===== src/rtl/spi_slave_pkg.sv =====
// spi_slave_pkg: shared types and constants for the SPI slave block.
// Holds the controller state encoding and the 2-bit command codes carried in
// the top two bits of every frame.
package spi_slave_pkg;

  typedef enum logic [2:0] {
    IDLE,
    CHK_CMD,
    WRITE,
    READ_ADD,
    READ_DATA
  } state_t;

  // Command field (frame bits [FRAME_W-1:FRAME_W-2]).
  localparam logic [1:0] WR_ADDR = 2'b00;
  localparam logic [1:0] WR_DATA = 2'b01;
  localparam logic [1:0] RD_ADDR = 2'b10;
  localparam logic [1:0] RD_DATA = 2'b11;

endpackage


===== src/rtl/spi_tx_shifter.sv =====
// spi_tx_shifter: parallel-to-serial path for read data.
// load captures a word and drives its MSB on the next cycle; while shift is
// held, one further bit goes out per cycle until DATA_W bits have been sent,
// after which bit_out returns to 0. done is high on the cycle before the edge
// that drives the final bit, so the owner can retire state on that edge.
module spi_tx_shifter #(
  parameter int DATA_W = 8
) (
  input  logic              clk,
  input  logic              arst_n,
  input  logic              clr,
  input  logic              load,
  input  logic              shift,
  input  logic [DATA_W-1:0] data,
  output logic              bit_out,
  output logic              done
);

  // Counter sized like the frame counter in the top so both share one range.
  localparam int CNT_W = $clog2(DATA_W + 3);
  localparam logic [CNT_W-1:0] LAST = CNT_W'(DATA_W);

  logic [DATA_W-1:0] sreg;
  logic [CNT_W-1:0]  cnt;   // bits already driven; 0 when idle

  assign done = shift && (cnt == LAST - 1'b1);

  // Load, shift out MSB-first, and return to idle after the last bit.
  // NOTE: non-blocking assignments throughout so every register here sees the
  // pre-edge value of the others, independent of statement order.
  always_ff @(posedge clk or negedge arst_n) begin
    if (!arst_n) begin
      sreg    <= '0;
      cnt     <= '0;
      bit_out <= 1'b0;
    end else if (clr) begin
      sreg    <= '0;
      cnt     <= '0;
      bit_out <= 1'b0;
    end else if (load) begin
      bit_out <= data[DATA_W-1];
      sreg    <= {data[DATA_W-2:0], 1'b0};
      cnt     <= CNT_W'(1);
    end else if (shift && (cnt != '0)) begin
      if (cnt == LAST) begin
        bit_out <= 1'b0;
        sreg    <= '0;
        cnt     <= '0;
      end else begin
        bit_out <= sreg[DATA_W-1];
        sreg    <= {sreg[DATA_W-2:0], 1'b0};
        cnt     <= cnt + 1'b1;
      end
    end
  end

endmodule


===== src/rtl/spi_slave_gen2.sv =====
// spi_slave_gen2: SPI slave framing controller.
// A frame is one command bit used for routing, followed by FRAME_W bits
// (command repeated in the MSB, then payload) shifted MSB-first into rx_data.
// A read-address frame arms rd_addr_hold; the next read frame becomes a
// read-data frame that waits for tx_valid and returns tx_data on MISO.
// Optional: define SPI_SLAVE_FRAME_ERR_EN to add the frame_err abort flag.
module spi_slave_gen2
  import spi_slave_pkg::*;
#(
  parameter  int DATA_W  = 8,
  localparam int FRAME_W = DATA_W + 2
) (
  input  logic               clk,
  input  logic               arst_n,
  input  logic               MOSI,
  input  logic               SS_n,
  input  logic [DATA_W-1:0]  tx_data,
  input  logic               tx_valid,
  output logic               MISO,
  output logic [FRAME_W-1:0] rx_data,
  output logic               rx_valid
`ifdef SPI_SLAVE_FRAME_ERR_EN
  ,
  output logic               frame_err
`endif
);

  localparam int CNT_W = $clog2(FRAME_W + 1);
  localparam logic [CNT_W-1:0] FRAME_LAST = CNT_W'(FRAME_W - 1);
  localparam logic [CNT_W-1:0] FRAME_END  = CNT_W'(FRAME_W);

  state_t           state;
  logic [CNT_W-1:0] bit_cnt;       // saturates at FRAME_END once a frame is in
  logic             rd_addr_hold;  // a read address is pending its data phase
  logic             tx_wait;       // read-data frame done, waiting for tx_valid
  logic             tx_load;
  logic             tx_shift;
  logic             tx_done;

  assign tx_load  = (state == READ_DATA) && tx_wait && tx_valid && !SS_n;
  assign tx_shift = (state == READ_DATA) && !SS_n;

  // Deselect clears the shifter, which both aborts a read and forces MISO low.
  spi_tx_shifter #(.DATA_W(DATA_W)) u_tx (
    .clk     (clk),
    .arst_n  (arst_n),
    .clr     (SS_n),
    .load    (tx_load),
    .shift   (tx_shift),
    .data    (tx_data),
    .bit_out (MISO),
    .done    (tx_done)
  );

  // Frame sequencing: routing, bit capture, rx strobe and read-address tracking.
  always_ff @(posedge clk or negedge arst_n) begin
    if (!arst_n) begin
      state        <= IDLE;
      bit_cnt      <= '0;
      rx_data      <= '0;
      rx_valid     <= 1'b0;
      rd_addr_hold <= 1'b0;
      tx_wait      <= 1'b0;
    end else begin
      // NOTE: default-low here turns rx_valid into a one-cycle strobe; only the
      // completing edge below raises it.
      rx_valid <= 1'b0;
      // Retire the pending read on the edge that drives the final MISO bit.
      if (tx_done) rd_addr_hold <= 1'b0;

      if ((state != IDLE) && SS_n) begin
        state   <= IDLE;
        bit_cnt <= '0;
        tx_wait <= 1'b0;
      end else begin
        case (state)
          IDLE: begin
            bit_cnt <= '0;
            if (!SS_n) state <= CHK_CMD;
          end
          CHK_CMD: begin
            if (MOSI == RD_ADDR[1]) state <= rd_addr_hold ? READ_DATA : READ_ADD;
            else                    state <= WRITE;
          end
          WRITE, READ_ADD, READ_DATA: begin
            if (bit_cnt != FRAME_END) begin
              rx_data <= {rx_data[FRAME_W-2:0], MOSI};
              bit_cnt <= bit_cnt + 1'b1;
              if (bit_cnt == FRAME_LAST) begin
                rx_valid <= 1'b1;
                if (state == READ_ADD)  rd_addr_hold <= 1'b1;
                if (state == READ_DATA) tx_wait      <= 1'b1;
              end
            end else if (tx_load) begin
              tx_wait <= 1'b0;
            end
          end
          default: state <= IDLE;
        endcase
      end
    end
  end

`ifdef SPI_SLAVE_FRAME_ERR_EN
  logic in_frame;
  logic pending;
  logic abort;

  // Work still owed: frame bits outstanding, or a read-data frame whose
  // MISO phase has not finished (rd_addr_hold stays set until its last bit).
  assign in_frame = (state == WRITE) || (state == READ_ADD) || (state == READ_DATA);
  assign pending  = (bit_cnt != FRAME_END) || ((state == READ_DATA) && rd_addr_hold);
  assign abort    = SS_n && in_frame && pending;

  // One-cycle flag for each deselect that cuts a transaction short.
  always_ff @(posedge clk or negedge arst_n) begin
    if (!arst_n) frame_err <= 1'b0;
    else         frame_err <= abort;
  end
`endif

endmodule


===== config.mk =====
export PLATFORM = sky130hd
export DESIGN_NAME = spi_slave_gen2
export DESIGN_NICKNAME = d
export VERILOG_FILES = /design/src/rtl/spi_slave_pkg.sv /design/src/rtl/spi_tx_shifter.sv /design/src/rtl/spi_slave_gen2.sv
export SDC_FILE = /design/constraint.sdc
export NUM_CORES = 1
export LEC_CHECK = 0
export ABC_AREA = 1
export CORE_UTILIZATION = 48
export CTS_CLUSTER_SIZE = 40
export DETAILED_ROUTE_END_ITERATION = 7
export PLACE_DENSITY = 0.76
export SETUP_SLACK_MARGIN = 0.5
export SYNTH_ARGS = -nofsm -noshare
export SYNTH_HDL_FRONTEND = slang
export SYNTH_SLANG_ARGS = --single-unit

===== constraint.sdc =====
create_clock -name clk -period 1.7 [get_ports clk]
set_clock_uncertainty 0.2 [all_clocks]
set_input_delay 0.17 -clock clk [delete_from_list [all_inputs] [get_ports clk]]
set_output_delay 0.17 -clock clk [all_outputs]
set_load 0.01 [all_outputs]

==> summary.txt <==
Total Wirelength -> 4910 um
XOR/XNOR share of the synthesized area -> 1.03%
Avg Inst Size Synth -> 8.48 sq um
initial antenna violation count -> 0
final worst slack -> 0.0415 ns
DR WL/cell -> 14.8 um
CP startpoint kind -> register
Highest Clock Rate -> 603 MHz
nets -> 303
Design Power -> 2.80 mW
largest net degree at the start of global routing -> 33
H-tree depth -> 2
Top FF cell, synth -> dfrtp_1
total of max-cap violations -> 0
P_leak -> 1.34 nW
Root Buffer Master -> clkbuf_4
Post-Syn Nets -> 219
P per Cell Area -> 1010 nW/um^2
# IOs -> 25
Ant. Diodes -> 0
FFs w/ async S/R, synth -> 100%
Synth Cell Area -> 1710 sq um
Yosys reg bits -> 32
final global-route overflow total -> 0
Place WS -> -0.000305 ns
post-synthesis adder-cell area fraction -> 3.67%
placed cell areas -> 2200 sq um
status -> complete, no violations
EDFF count, synth -> 0
post-synth top area cell -> dfrtp_1
Hold Slack -> 0.00221 ns
Routed Antenna Nets -> 0
Core Footprint -> 3360 sq um
Hold Crit Class -> primary input to asynchronous set/reset pin
DP Cell Count -> 286
largest family of logic cells by synthesized area -> simple AND/OR/NAND/NOR gates
fin util -> 82.1%
share of layout cells above drive strength 1 -> 52.4%
Hold Fails Final Rpt -> 0
Worst Max-Slew Pin Slew -> 0.404 ns
routed vias/inst -> 5.20
Slew Viols, Final -> 0
first-pass GRT wire length -> 6530 um
DRC -> 0
unrepaired setup endpoints after global routing -> true
post-route cell area -> 2760 sq um
Setup CP Type -> register to register
Final TNS setup -> 0 ns
r2r setup slk -> 0.04 ns
worst r2r path cells -> 6
final-report setup violation count -> 0
share of the synthesized area in the top cell type -> 47.0%
mux cell area share after synthesis -> 0%
Final GP Congestion -> 0.914
hpwl dp -> 2410 um
gr usage total -> 24.1%
Worst Path Max Fanout -> 4
top cells by count, synth -> nand2_1, dfrtp_1, inv_1
Critical Path RT -> 1.79 ns
Compound-Gate Fraction of Synth Area -> 14.3%
Synth warnings -> 0
CTS tree -> built
register area share after synthesis -> 47.0%
Post-Synthesis Cells -> 201
slew margin rel. -> 73.0%
area fraction in and, or, nand and nor cells after synthesis -> 26.5%
drt initial violations -> 84
Worst Path Arrival -> 1.75 ns
Num Clock Sinks -> 32
die footprint -> 3800 sq um
worst setup path startpoint -> state[1]$_DFFE_PN0P_
final cell count without fillers -> 332
starting density of the core -> 50.7%
clock-pin slew on the worst setup and hold paths -> 0.11 ns
Worst Setup End Kind -> register
CTS buffer count -> 5
# port buffers -> 24
synth-to-layout area growth -> 61.8%
vias in the first global route -> 1528
peak supply drop -> 0.664 mV
DR vias -> 1728
Netlist cell types -> 26
Tmin final -> 1.66 ns
die height -> 61.6 um
most common cell in the netlist -> nand2_1
period utilization -> 97.6%
Die W -> 61.6 um
DR pass1 iterations -> 4
Placement Rows -> 21
worst-skew pair later-pin latency -> 0.35 ns
RR Startpoint -> state[1]$_DFFE_PN0P_
Synth area leaders -> dfrtp_1, nand2_1, inv_1
R2R Path End -> u_tx.cnt[1]$_DFFE_PN0P_
CTS max path bufs -> 2
==> registers in the layout, indices dropped and copies added, names as in the netlist <==
signal        cells
state             3
rd_addr_hold      1
tx_wait           1
u_tx.bit_out      1
rx_valid          1
bit_cnt           4
rx_data          10
u_tx.cnt          4
u_tx.sreg         7
==> layer usage <==
| layer | wire, um | up-vias | global-route usage, % |
|---|---|---|---|
| met5 | 0 | - | 0 |
| met4 | 158 | 0 | 8.89 |
| met3 | 179 | 20 | 5.67 |
| met2 | 2600 | 50 | 42.7 |
| met1 | 1970 | 834 | 28.3 |
| li1 | - | 824 | - |
==> where the power goes <==
| group | leakage [nW] | internal [mW] | switching (mW) |
|---|---|---|---|
| sequential | 0.416 | 0.916 | 0.111 |
| combinational | 0.892 | 0.680 | 0.646 |
| clock | 0.0349 | 0.158 | 0.287 |
==> cell families (layout without fill, tap and decap cells) <==
logic type	after synthesis	in the layout
xor+xnor	2	2
flops	32	32
buf+inv	26	111
simple gates	101	101
fa+ha+maj	5	5
compound gates	35	35
==> cell usage in the layout (no fill, tap or decap), drive strengths merged, types with 3 or more instances in the layout <==
master / n
nor3: 3
a21oi: 11
buf: 63
nand2: 70
o21ai: 19
nor2: 12
clkbuf: 8
clkdlybuf4s50: 12
nand4: 5
inv: 24
clkinv: 3
nand3: 11
dfrtp: 32
ha: 5
==> cell type report <==
cell class / instances / area, sq um
clock buffer: 5 / 37.5
clock inverter: 3 / 18.8
fill: 207 / 603
inverter: 23 / 106
multi-input combinational: 143 / 1030
sequential: 32 / 803
tap: 46 / 57.6
timing repair buffer: 78 / 696
timing repair inverter: 2 / 11.3
==> worst max path at each step <==
stage / depth (start not counted) / end
finish: 6 / u_tx.cnt[1]$_DFFE_PN0P_
global route: 8 / u_tx.sreg[3]$_DFFE_PN0P_
CTS: 8 / u_tx.sreg[2]$_DFFE_PN0P_
detailed placement: 8 / u_tx.sreg[5]$_DFFE_PN0P_
global placement: 8 / u_tx.sreg[3]$_DFFE_PN0P_
floorplan: 8 / u_tx.cnt[0]$_DFFE_PN0P_
==> worst max-delay path: stages, from the launching register on <==
cell	delay [ns]
dfrtp_2	0.45
nor2_4	0.19
nand2_4	0.11
buf_4	0.15
a31oi_1	0.25
nand4_1	0.17
o21ai_2	0.09
==> what timing repair did <==
item                                    4_1_cts  5_1_grt
gates resized for setup                      73       45
gates cloned                                  1        2
endpoints found under the setup margin       42       44
hold buffers                                  0        0
hold endpoints to repair                      0        0
pin swaps                                     6        9
setup buffers                                20       15
Note: power is estimated with default switching activity, not from simulation.
